`config.mk`:
```
export PLATFORM = sky130hd
export DESIGN_NAME = pc_gen_flat
export DESIGN_NICKNAME = d
export VERILOG_FILES = /design/src/rtl/npc_pkg.sv /design/src/rtl/pc_gen_if.sv /design/src/rtl/pc_redirect_buf.sv /design/src/rtl/pc_gen.sv /design/src/flat_wrapper.sv
export SDC_FILE = /design/constraint.sdc
export NUM_CORES = 1
export LEC_CHECK = 0
export ABC_AREA = 1
export CAP_MARGIN = 10
export CORE_MARGIN = 2
export CORE_UTILIZATION = 48
export CTS_BUF_LIST = sky130_fd_sc_hd__clkbuf_16
export DETAILED_ROUTE_END_ITERATION = 6
export GPL_TIMING_DRIVEN = 0
export PLACE_DENSITY = 0.76
export SETUP_SLACK_MARGIN = 0.2
export SLEW_MARGIN = 30
export SYNTH_ARGS = -nofsm -noshare
export SYNTH_HDL_FRONTEND = slang
export SYNTH_SLANG_ARGS = --single-unit
```
`constraint.sdc`:
```
create_clock -name clk -period 16.99 [get_ports clk]
set_clock_uncertainty 0.1 [all_clocks]
set_input_delay 4.2475 -clock clk [delete_from_list [all_inputs] [get_ports clk]]
set_output_delay 4.2475 -clock clk [all_outputs]
set_load 0.03 [all_outputs]
```
`src/rtl/npc_pkg.sv`:
```
// Shared constants and types for the NPC core front end.
// PC width, reset vector, sequential step and the pc_gen state encoding.
package npc_pkg;

  localparam int               XLEN       = 64;
  localparam logic [XLEN-1:0]  RESET_PC   = 64'h8000_0000;
  localparam int               INST_BYTES = 4;
  localparam logic [1:0]       ALIGN_MASK = 2'b11;

  typedef enum logic [1:0] {
    BOOT   = 2'd0,
    RUN    = 2'd1,
    HALTED = 2'd2
  } pc_gen_state_t;

endpackage

```
`src/rtl/pc_gen_if.sv`:
```
// PC handshake, redirect and status bundle between pc_gen and the rest of the core.
// master = pc_gen side, slave = fetch/execute/CSR side.
interface pc_gen_if;
  import npc_pkg::*;

  logic [XLEN-1:0] pc;
  logic            pc_valid;
  logic            pc_ready;
  logic            pc_kill;
  logic            br_redirect;
  logic [XLEN-1:0] br_target;
  logic            trap_redirect;
  logic [XLEN-1:0] trap_target;
  logic            halt_req;
  logic            halted;
  logic            misalign_err;
  logic [XLEN-1:0] misalign_addr;

  modport master (
    output pc, pc_valid, pc_kill, halted, misalign_err, misalign_addr,
    input  pc_ready, br_redirect, br_target, trap_redirect, trap_target, halt_req
  );

  modport slave (
    input  pc, pc_valid, pc_kill, halted, misalign_err, misalign_addr,
    output pc_ready, br_redirect, br_target, trap_redirect, trap_target, halt_req
  );

endinterface

```
`src/rtl/pc_redirect_buf.sv`:
```
// Single-entry buffer that remembers a redirect arriving while fetch stalls.
// Clear beats capture; a newer redirect overwrites an older one; trap beats branch.
module pc_redirect_buf
  import npc_pkg::*;
(
  input  logic            clk,
  input  logic            reset,
  input  logic            enable,
  input  logic            clear,
  input  logic            br_redirect,
  input  logic [XLEN-1:0] br_target,
  input  logic            trap_redirect,
  input  logic [XLEN-1:0] trap_target,
  output logic            pending,
  output logic [XLEN-1:0] pending_target
);

  logic capture;

  assign capture = enable && !clear && (br_redirect || trap_redirect);

  // NOTE: sequential state uses <= so every register samples pre-edge values.
  always_ff @(posedge clk or posedge reset) begin
    if (reset) begin
      pending <= 1'b0;
    end else if (clear) begin
      pending <= 1'b0;
    end else if (capture) begin
      pending <= 1'b1;
    end
  end

  // NOTE: the target is payload qualified by pending, so it needs no reset.
  always_ff @(posedge clk) begin
    if (capture) begin
      pending_target <= trap_redirect ? trap_target : br_target;
    end
  end

endmodule

```
`src/rtl/pc_gen.sv`:
```
// Program-counter generation stage: next-PC selection, stall hold, target
// alignment, halt on PC zero and the BOOT/RUN/HALTED sequencing.
module pc_gen
  import npc_pkg::*;
(
  input  logic     clk,
  input  logic     reset,
  pc_gen_if.master bus
);

  pc_gen_state_t   state, state_next;
  logic [XLEN-1:0] pc_q;
  logic [XLEN-1:0] seq_pc;
  logic [XLEN-1:0] raw_target;
  logic [XLEN-1:0] load_pc;
  logic [XLEN-1:0] pending_target;
  logic [XLEN-1:0] mis_addr_q;
  logic            pending;
  logic            use_redirect;
  logic            misaligned;
  logic            running;
  logic            fire;
  logic            load_en;
  logic            halting;
  logic            mis_err_q;

  assign running = (state == RUN);
  assign fire    = running && bus.pc_ready;
  assign seq_pc  = pc_q + XLEN'(INST_BYTES);

  pc_redirect_buf u_redirect_buf (
    .clk            (clk),
    .reset          (reset),
    .enable         (running),
    .clear          (fire || halting),
    .br_redirect    (bus.br_redirect),
    .br_target      (bus.br_target),
    .trap_redirect  (bus.trap_redirect),
    .trap_target    (bus.trap_target),
    .pending        (pending),
    .pending_target (pending_target)
  );

  // NOTE: every signal gets a default first so no path can infer a latch.
  always_comb begin
    raw_target   = pending_target;
    use_redirect = pending;
    if (bus.trap_redirect) begin
      raw_target   = bus.trap_target;
      use_redirect = 1'b1;
    end else if (bus.br_redirect) begin
      raw_target   = bus.br_target;
      use_redirect = 1'b1;
    end
    load_pc    = use_redirect ? (raw_target & ~XLEN'(ALIGN_MASK)) : seq_pc;
    misaligned = use_redirect && ((raw_target[1:0] & ALIGN_MASK) != 2'b00);
  end

  always_ff @(posedge clk or posedge reset) begin
    if (reset) begin
      state <= BOOT;
    end else begin
      state <= state_next;
    end
  end

  // Halt request outranks a fire; a zero next PC is never offered.
  always_comb begin
    state_next = state;
    load_en    = 1'b0;
    halting    = 1'b0;
    unique case (state)
      BOOT: state_next = RUN;
      RUN: begin
        if (bus.halt_req) begin
          state_next = HALTED;
          halting    = 1'b1;
        end else if (fire) begin
          if (load_pc == '0) begin
            state_next = HALTED;
          end else begin
            load_en = 1'b1;
          end
        end
      end
      HALTED: state_next = HALTED;
      default: state_next = BOOT;
    endcase
  end

  always_ff @(posedge clk or posedge reset) begin
    if (reset) begin
      pc_q       <= RESET_PC;
      mis_err_q  <= 1'b0;
      mis_addr_q <= '0;
    end else begin
      mis_err_q <= load_en && misaligned;
      if (load_en) begin
        pc_q <= load_pc;
        if (misaligned) begin
          mis_addr_q <= raw_target;
        end
      end
    end
  end

  assign bus.pc            = pc_q;
  assign bus.pc_valid      = running;
  assign bus.pc_kill       = running && (pending || bus.trap_redirect || bus.br_redirect);
  assign bus.halted        = (state == HALTED);
  assign bus.misalign_err  = mis_err_q;
  assign bus.misalign_addr = mis_addr_q;

endmodule

```
`src/flat_wrapper.sv`:
```
// flat-port wrapper written by rule: the top's interface ports become plain ports
module pc_gen_flat import npc_pkg::*;
  (clk, reset, bus_pc, bus_pc_valid, bus_pc_kill, bus_halted, bus_misalign_err, bus_misalign_addr, bus_pc_ready, bus_br_redirect, bus_br_target, bus_trap_redirect, bus_trap_target, bus_halt_req);
  pc_gen_if bus_i ();
  input  logic clk;
  input  logic reset;
  output wire logic [$bits(bus_i.pc)-1:0] bus_pc;
  output wire logic [$bits(bus_i.pc_valid)-1:0] bus_pc_valid;
  output wire logic [$bits(bus_i.pc_kill)-1:0] bus_pc_kill;
  output wire logic [$bits(bus_i.halted)-1:0] bus_halted;
  output wire logic [$bits(bus_i.misalign_err)-1:0] bus_misalign_err;
  output wire logic [$bits(bus_i.misalign_addr)-1:0] bus_misalign_addr;
  input wire logic [$bits(bus_i.pc_ready)-1:0] bus_pc_ready;
  input wire logic [$bits(bus_i.br_redirect)-1:0] bus_br_redirect;
  input wire logic [$bits(bus_i.br_target)-1:0] bus_br_target;
  input wire logic [$bits(bus_i.trap_redirect)-1:0] bus_trap_redirect;
  input wire logic [$bits(bus_i.trap_target)-1:0] bus_trap_target;
  input wire logic [$bits(bus_i.halt_req)-1:0] bus_halt_req;
  assign bus_pc = bus_i.pc;
  assign bus_pc_valid = bus_i.pc_valid;
  assign bus_pc_kill = bus_i.pc_kill;
  assign bus_halted = bus_i.halted;
  assign bus_misalign_err = bus_i.misalign_err;
  assign bus_misalign_addr = bus_i.misalign_addr;
  assign bus_i.pc_ready = bus_pc_ready;
  assign bus_i.br_redirect = bus_br_redirect;
  assign bus_i.br_target = bus_br_target;
  assign bus_i.trap_redirect = bus_trap_redirect;
  assign bus_i.trap_target = bus_trap_target;
  assign bus_i.halt_req = bus_halt_req;
  pc_gen u_core (.clk(clk), .reset(reset), .bus(bus_i));
endmodule
```
# Word-level counts from Yosys, hierarchy flattened
# Index checks and enable logic that the tools add are counted.
[totals]
wordCells = 46
reg_bits = 196
output_inout_bits = 132
in_bits = 134
[op_classes]
muxes = 18
eq_ne = 4
n_reduce_logical = 17
add_sub_neg = 1
[op_table]
columns = ["cell", "count"]
rows = [
  ["$mux 64", 4],
  ["$add 64x3->64 const B", 1],
  ["$logic_not 64->1", 1],
  ["$mux 1", 10],
  ["$logic_and 1x1->1", 6],
  ["$mux 2", 3],
  ["$ne 3x3->1 const B", 2],
  ["$pmux 2 s3", 1],
  ["$logic_or 1x1->1", 4],
  ["$reduce_and 2->1", 2],
  ["$reduce_bool 2->1", 2],
  ["$eq 2x1->1 const B", 1],
  ["$eq 2x2->1 const B", 1],
  ["$logic_not 2->1", 1],
  ["$logic_not 1->1", 1],
]

# Longest topological paths before layout
[logic_depth]
ltp_word = 9
ltp_mapped = 22

# Hierarchy
# Synthesis repeated with hierarchy kept, for this count alone.
[unflattened]
hier_cells = 2022
hier_area_um2 = 13295.3
[by_module_without_submodules]
columns = ["mod", "area_each_um2", "cells_per_inst", "instances"]
rows = [
  ["pc_gen", 10430.0, 1740, 1],
  ["pc_redirect_buf", 2865.2, 282, 1],
]

# Worst setup path before layout
# Ideal clock, no wire load.
[synth_path]
path_kind = "in2reg"
startpoint = "input port bus_halt_req"
endpoint = "register u_core.u_redirect_buf.pending_target[0], enable pin"
setup_slack_ps = 5639
t_arrival_ps = 10597
cell_stages = 1
required_time_ps = 16236
path_cell_list = "nor4_1"
[synth_between]
elab_chain_len = 6
[synth_rtl]
columns = ["element", "line", "text"]
rows = [
  ["start, declared", "flat_wrapper.sv:18", "input wire logic [$bits(bus_i.halt_req)-1:0] bus_halt_req;"],
  ["$mux 1", "pc_gen.sv:75", "if (bus.halt_req) begin"],
  ["$mux 1", "pc_gen.sv:72", "unique case (state)"],
  ["$logic_or 1x1->1", "pc_gen.sv:35", ".clear (fire || halting),"],
  ["$logic_not 1->1", "pc_redirect_buf.sv:20", "assign capture = enable && !clear && (br_redirect || trap_redirect);"],
  ["$logic_and 1x1->1 (2 in series)", "pc_redirect_buf.sv:20", ""],
  ["end signal, assigned", "pc_redirect_buf.sv:36", "pending_target <= trap_redirect ? trap_target : br_target;"],
  ["end, declared", "pc_redirect_buf.sv:15", "output logic [XLEN-1:0] pending_target"],
]
# No other way between the ends.
# A chain may end at the register's enable or synchronous reset.

# Worst setup path after layout
[layout_path]
startpoint = "input port bus_trap_redirect"
endpoint = "output port bus_pc_kill"
[layout_between]
elab_chain_len = 3
[layout_rtl]
columns = ["element", "line", "text"]
rows = [
  ["start, declared", "flat_wrapper.sv:16", "input wire logic [$bits(bus_i.trap_redirect)-1:0] bus_trap_redirect;"],
  ["$logic_or 1x1->1 (2 in series)", "pc_gen.sv:109", "assign bus.pc_kill = running && (pending || bus.trap_redirect || bus.br_redirect);"],
  ["$logic_and 1x1->1", "pc_gen.sv:109", ""],
  ["end, declared", "flat_wrapper.sv:9", "output wire logic [$bits(bus_i.pc_kill)-1:0] bus_pc_kill;"],
]
# No other way between the ends.

==> impl_metrics.env <==
export IMPL_status="completed"
export IMPL_yosysWarningCount=0
export IMPL_end_kind="output pin"
export IMPL_tns_ps=0
export IMPL_cts_buffers=17
export IMPL_dieArea_sq_mm=0.02673
export IMPL_crit_fanout=10
export IMPL_maxSlewViolCount=0
export IMPL_dieHeight_um=163.5
export IMPL_hold_depth=2
export IMPL_finalHoldViolCount=0
export IMPL_grt_antenna_before_repair=1
export IMPL_leakagePower_nw=7.403
export IMPL_drt_initial_drc_count=1653
export IMPL_die_w_um=163.5
export IMPL_holdCritStartpoint="u_core.bus.misalign_addr[27]$_DFFE_PP0P_"
export IMPL_hold_path_class="flip-flop to flip-flop"
export IMPL_clockBufferDepth=2
export IMPL_r2r_start="u_core.bus.pc[2]$_DFFE_PP0P_"
export IMPL_cts_sinks=196
export IMPL_peakVddDrop_uv=90.92
export IMPL_routed_via_density=5.664
export IMPL_numPortBuffers=264
export IMPL_post_cts_repair_setup_buffers=0
export IMPL_synth_edf_count=64
export IMPL_grt_pass1_wl_mm=74.47
export IMPL_final_nets=2260
export IMPL_row_count=58
export IMPL_grt_max_degree=73
export IMPL_track_usage_pct=37.19
export IMPL_cts_root_buf="clkbuf_16"
export IMPL_syn_inst=1825
export IMPL_power_density_mw_per_mm2=150.8
export IMPL_yosysSeqAreaShare_pct=42.81
export IMPL_max_freq_mhz=87.20
export IMPL_slew_headroom_pct=29.03
export IMPL_start_util_pct=48.62
export IMPL_rsz0062_at_grt="no"
export IMPL_ctsHoldBuffers=0
export IMPL_drt_pass1_iterations=6
export IMPL_first_global_vias=12991
export IMPL_r2r_slack_ps=13180
export IMPL_ff2ff_path_depth=17
export IMPL_drcViolationCount=0
export IMPL_syn_cell_area_sq_mm=0.01221
export IMPL_fin_area_sq_mm=0.01599
export IMPL_critPathLaunchType="input port"
export IMPL_place_congestion=0.9517
export IMPL_clkTransAtPathRegs_ps=80
export IMPL_worst_pin_slew_ps=1061
export IMPL_drv_cap=0
export IMPL_placed_area_sq_mm=0.01538
export IMPL_syn_area_per_cell_sq_um=6.690
export IMPL_cts_tree="yes"
export IMPL_hold_path_endpoint="u_core.bus.misalign_addr[27]$_DFFE_PP0P_"
export IMPL_crit_slowest_cell="clkdlybuf4s50_1"
export IMPL_postRouteAntennaNets=0
export IMPL_wl_per_cell_um=20.06
export IMPL_ys_seq_elements=196
export IMPL_layout_drive_gt1_share_pct=5.995
export IMPL_finalCritPeriodShare_pct=67.50
export IMPL_synthFlopType="dfrtp_1"
export IMPL_dp_hpwl_mm=38.50
export IMPL_diodes=0
export IMPL_path_class="input port to output pin"
export IMPL_synth_cell_type_count=36
export IMPL_setup_violations_final=0
export IMPL_reg2reg_to="u_core.bus.pc[49]$_DFFE_PP0P_"
export IMPL_synth_nets=1963
export IMPL_cpPeakStageDelay_ps=630
export IMPL_path_cells="clkdlybuf4s50_1, nor2_1, nand2_1, inv_2, buf_2, buf_1, nor2_1, clkdlybuf4s50_1"
export IMPL_ctsHtreeMaxLevel=4
export IMPL_cts_resized=0
export IMPL_clock_insertion_delay_worst_skew_ps=450
export IMPL_coreArea_sq_mm=0.02511
export IMPL_ios=266
export IMPL_crit_arrival_ps=7120
export IMPL_cp_data_required_time_ps=12640
export IMPL_wirelength_mm=49.46
export IMPL_overflow=0
export IMPL_vias=13961
export IMPL_area_growth_syn_to_layout_pct=31.00
export IMPL_synth_async_reset_ratio_pct=67.35
export IMPL_period_needed_ps=11470
==> power breakdown <==
part	switching [mW]	total (mW)	leakage [nW]	internal, mW
sequential	0.222	0.864	2.26	0.642
combinational	0.696	1.12	4.84	0.423
clock	0.216	0.429	0.299	0.213
total	1.13	2.41	7.40	1.28
==> cell usage in the layout (no fill, tap or decap), types with 2 or more instances in the layout <==
master	synthesis	final
a21boi_0	3	3
a21boi_1	2	2
a21oi_1	22	22
and2_1	2	2
buf_1	7	7
buf_2	36	46
buf_4	1	4
buf_6	6	6
clkbuf_1	37	37
clkbuf_16	0	17
clkdlybuf4s50_1	0	264
clkinv_8	0	5
dfrtp_1	131	131
edfxtp_1	64	64
ha_1	4	4
inv_1	79	78
inv_2	7	7
inv_6	0	5
inv_8	0	3
nand2_1	894	894
nand2_2	6	6
nand2_4	3	3
nand3_1	48	48
nand3_2	2	2
nand3b_1	11	11
nand4_1	79	79
nor2_1	199	199
nor2_2	8	8
nor2_4	7	7
o21ai_0	122	122
o21ai_1	30	30
o21bai_1	2	2
xnor2_1	3	3
xor2_1	3	3
==> per-stage QoR <==
step                      cells  hold slack, ps  worst slack (ps)  utilization, %  power, mW
after CTS                  2465           380.2              5589           63.70      2.394
after global placement     2419           355.7              1868           60.79      1.951
after global routing       2465           394.4              5459           63.70      2.523
after detailed placement   2433           360.9              5676           61.25      1.967
after floorplan            1825           383.7              5639               -      1.429
final                      2465           381.2              5522           63.70      2.412
==> kinds of logic (layout without fill, tap and decap cells) <==
logic type / after synthesis / count (layout) / synth area share, %
and+or+nand+nor: 1263 / 1263 / 42.55
DFF: 196 / 196 / 42.81
AOI/OAI and AO/OA: 182 / 182 / 7.635
buffers and inverters: 173 / 483 / 6.087
xor gates and xnor gates: 6 / 6 / 0.4305
adders and majority gates: 4 / 4 / 0.4099
muxes: 1 / 1 / 0.08199
==> Yosys cell counts, types with 3 or more instances <==
cell,count,area [sq um]
clkbuf_1,37,138.9
dfrtp_1,131,3278
nand4_1,79,494.2
xnor2_1,3,26.28
nand2_4,3,33.78
inv_1,79,296.5
nand3b_1,11,82.58
buf_6,6,67.56
inv_2,7,26.28
edfxtp_1,64,1922
ha_1,4,50.05
a21boi_0,3,22.52
nor2_2,8,50.05
o21ai_0,122,610.6
nand2_1,894,3356
nand3_1,48,240.2
buf_2,36,180.2
nor2_4,7,78.83
o21ai_1,30,150.1
a21oi_1,22,110.1
buf_1,7,26.28
xor2_1,3,26.28
nor2_1,199,747.0
nand2_2,6,37.54
==> critical path: cells and delay by family <==
family	cells	cell delay (ps)
AND/OR/NAND/NOR	3	600
buffers and inverters	5	2280
==> area by class of cell <==
cell class	count	area [sq um]
fillers	2362	9115
well taps	330	412.9
flip-flops and latches	196	5226
plain buffers	87	420.4
clock inverters	15	190.2
multi-input cells	1456	6246
repair buffers	278	2743
inverters	86	330.3
clock buffers	17	425.4
==> state kept, by name, indices dropped and copies added, names as in the netlist <==
| signal | count |
|---|---|
| u_core.bus.misalign_err | 1 |
| u_core.bus.pc | 64 |
| u_core.bus.misalign_addr | 64 |
| u_core.state | 2 |
| u_core.u_redirect_buf.pending | 1 |
| u_core.u_redirect_buf.pending_target | 64 |
==> layer usage <==
| layer | global-route usage [%] | share of wire [%] | wire length, um |
|---|---|---|---|
| met1 | 50.93 | 40 | 19930 |
| met5 | 0 | 0.030 | 15 |
| met4 | 13.24 | 3.3 | 1622 |
| met2 | 59.24 | 46 | 22660 |
| met3 | 6.882 | 11 | 5233 |
==> worst max-delay path by stage <==
stage	start	endpoint	slack [ps]	cells after the start
floorplan	bus_halt_req	u_core.u_redirect_buf.pending_target[0]$_DFFE_PP_	5640	1
global placement	bus_halt_req	u_core.u_redirect_buf.pending_target[32]$_DFFE_PP_	1870	2
detailed placement	bus_trap_redirect	bus_pc_kill	5680	8
CTS	bus_trap_redirect	bus_pc_kill	5590	8
global route	bus_trap_redirect	bus_pc_kill	5460	8
finish	bus_trap_redirect	bus_pc_kill	5520	8
No activity file was read; power rests on OpenSTA's default activity.
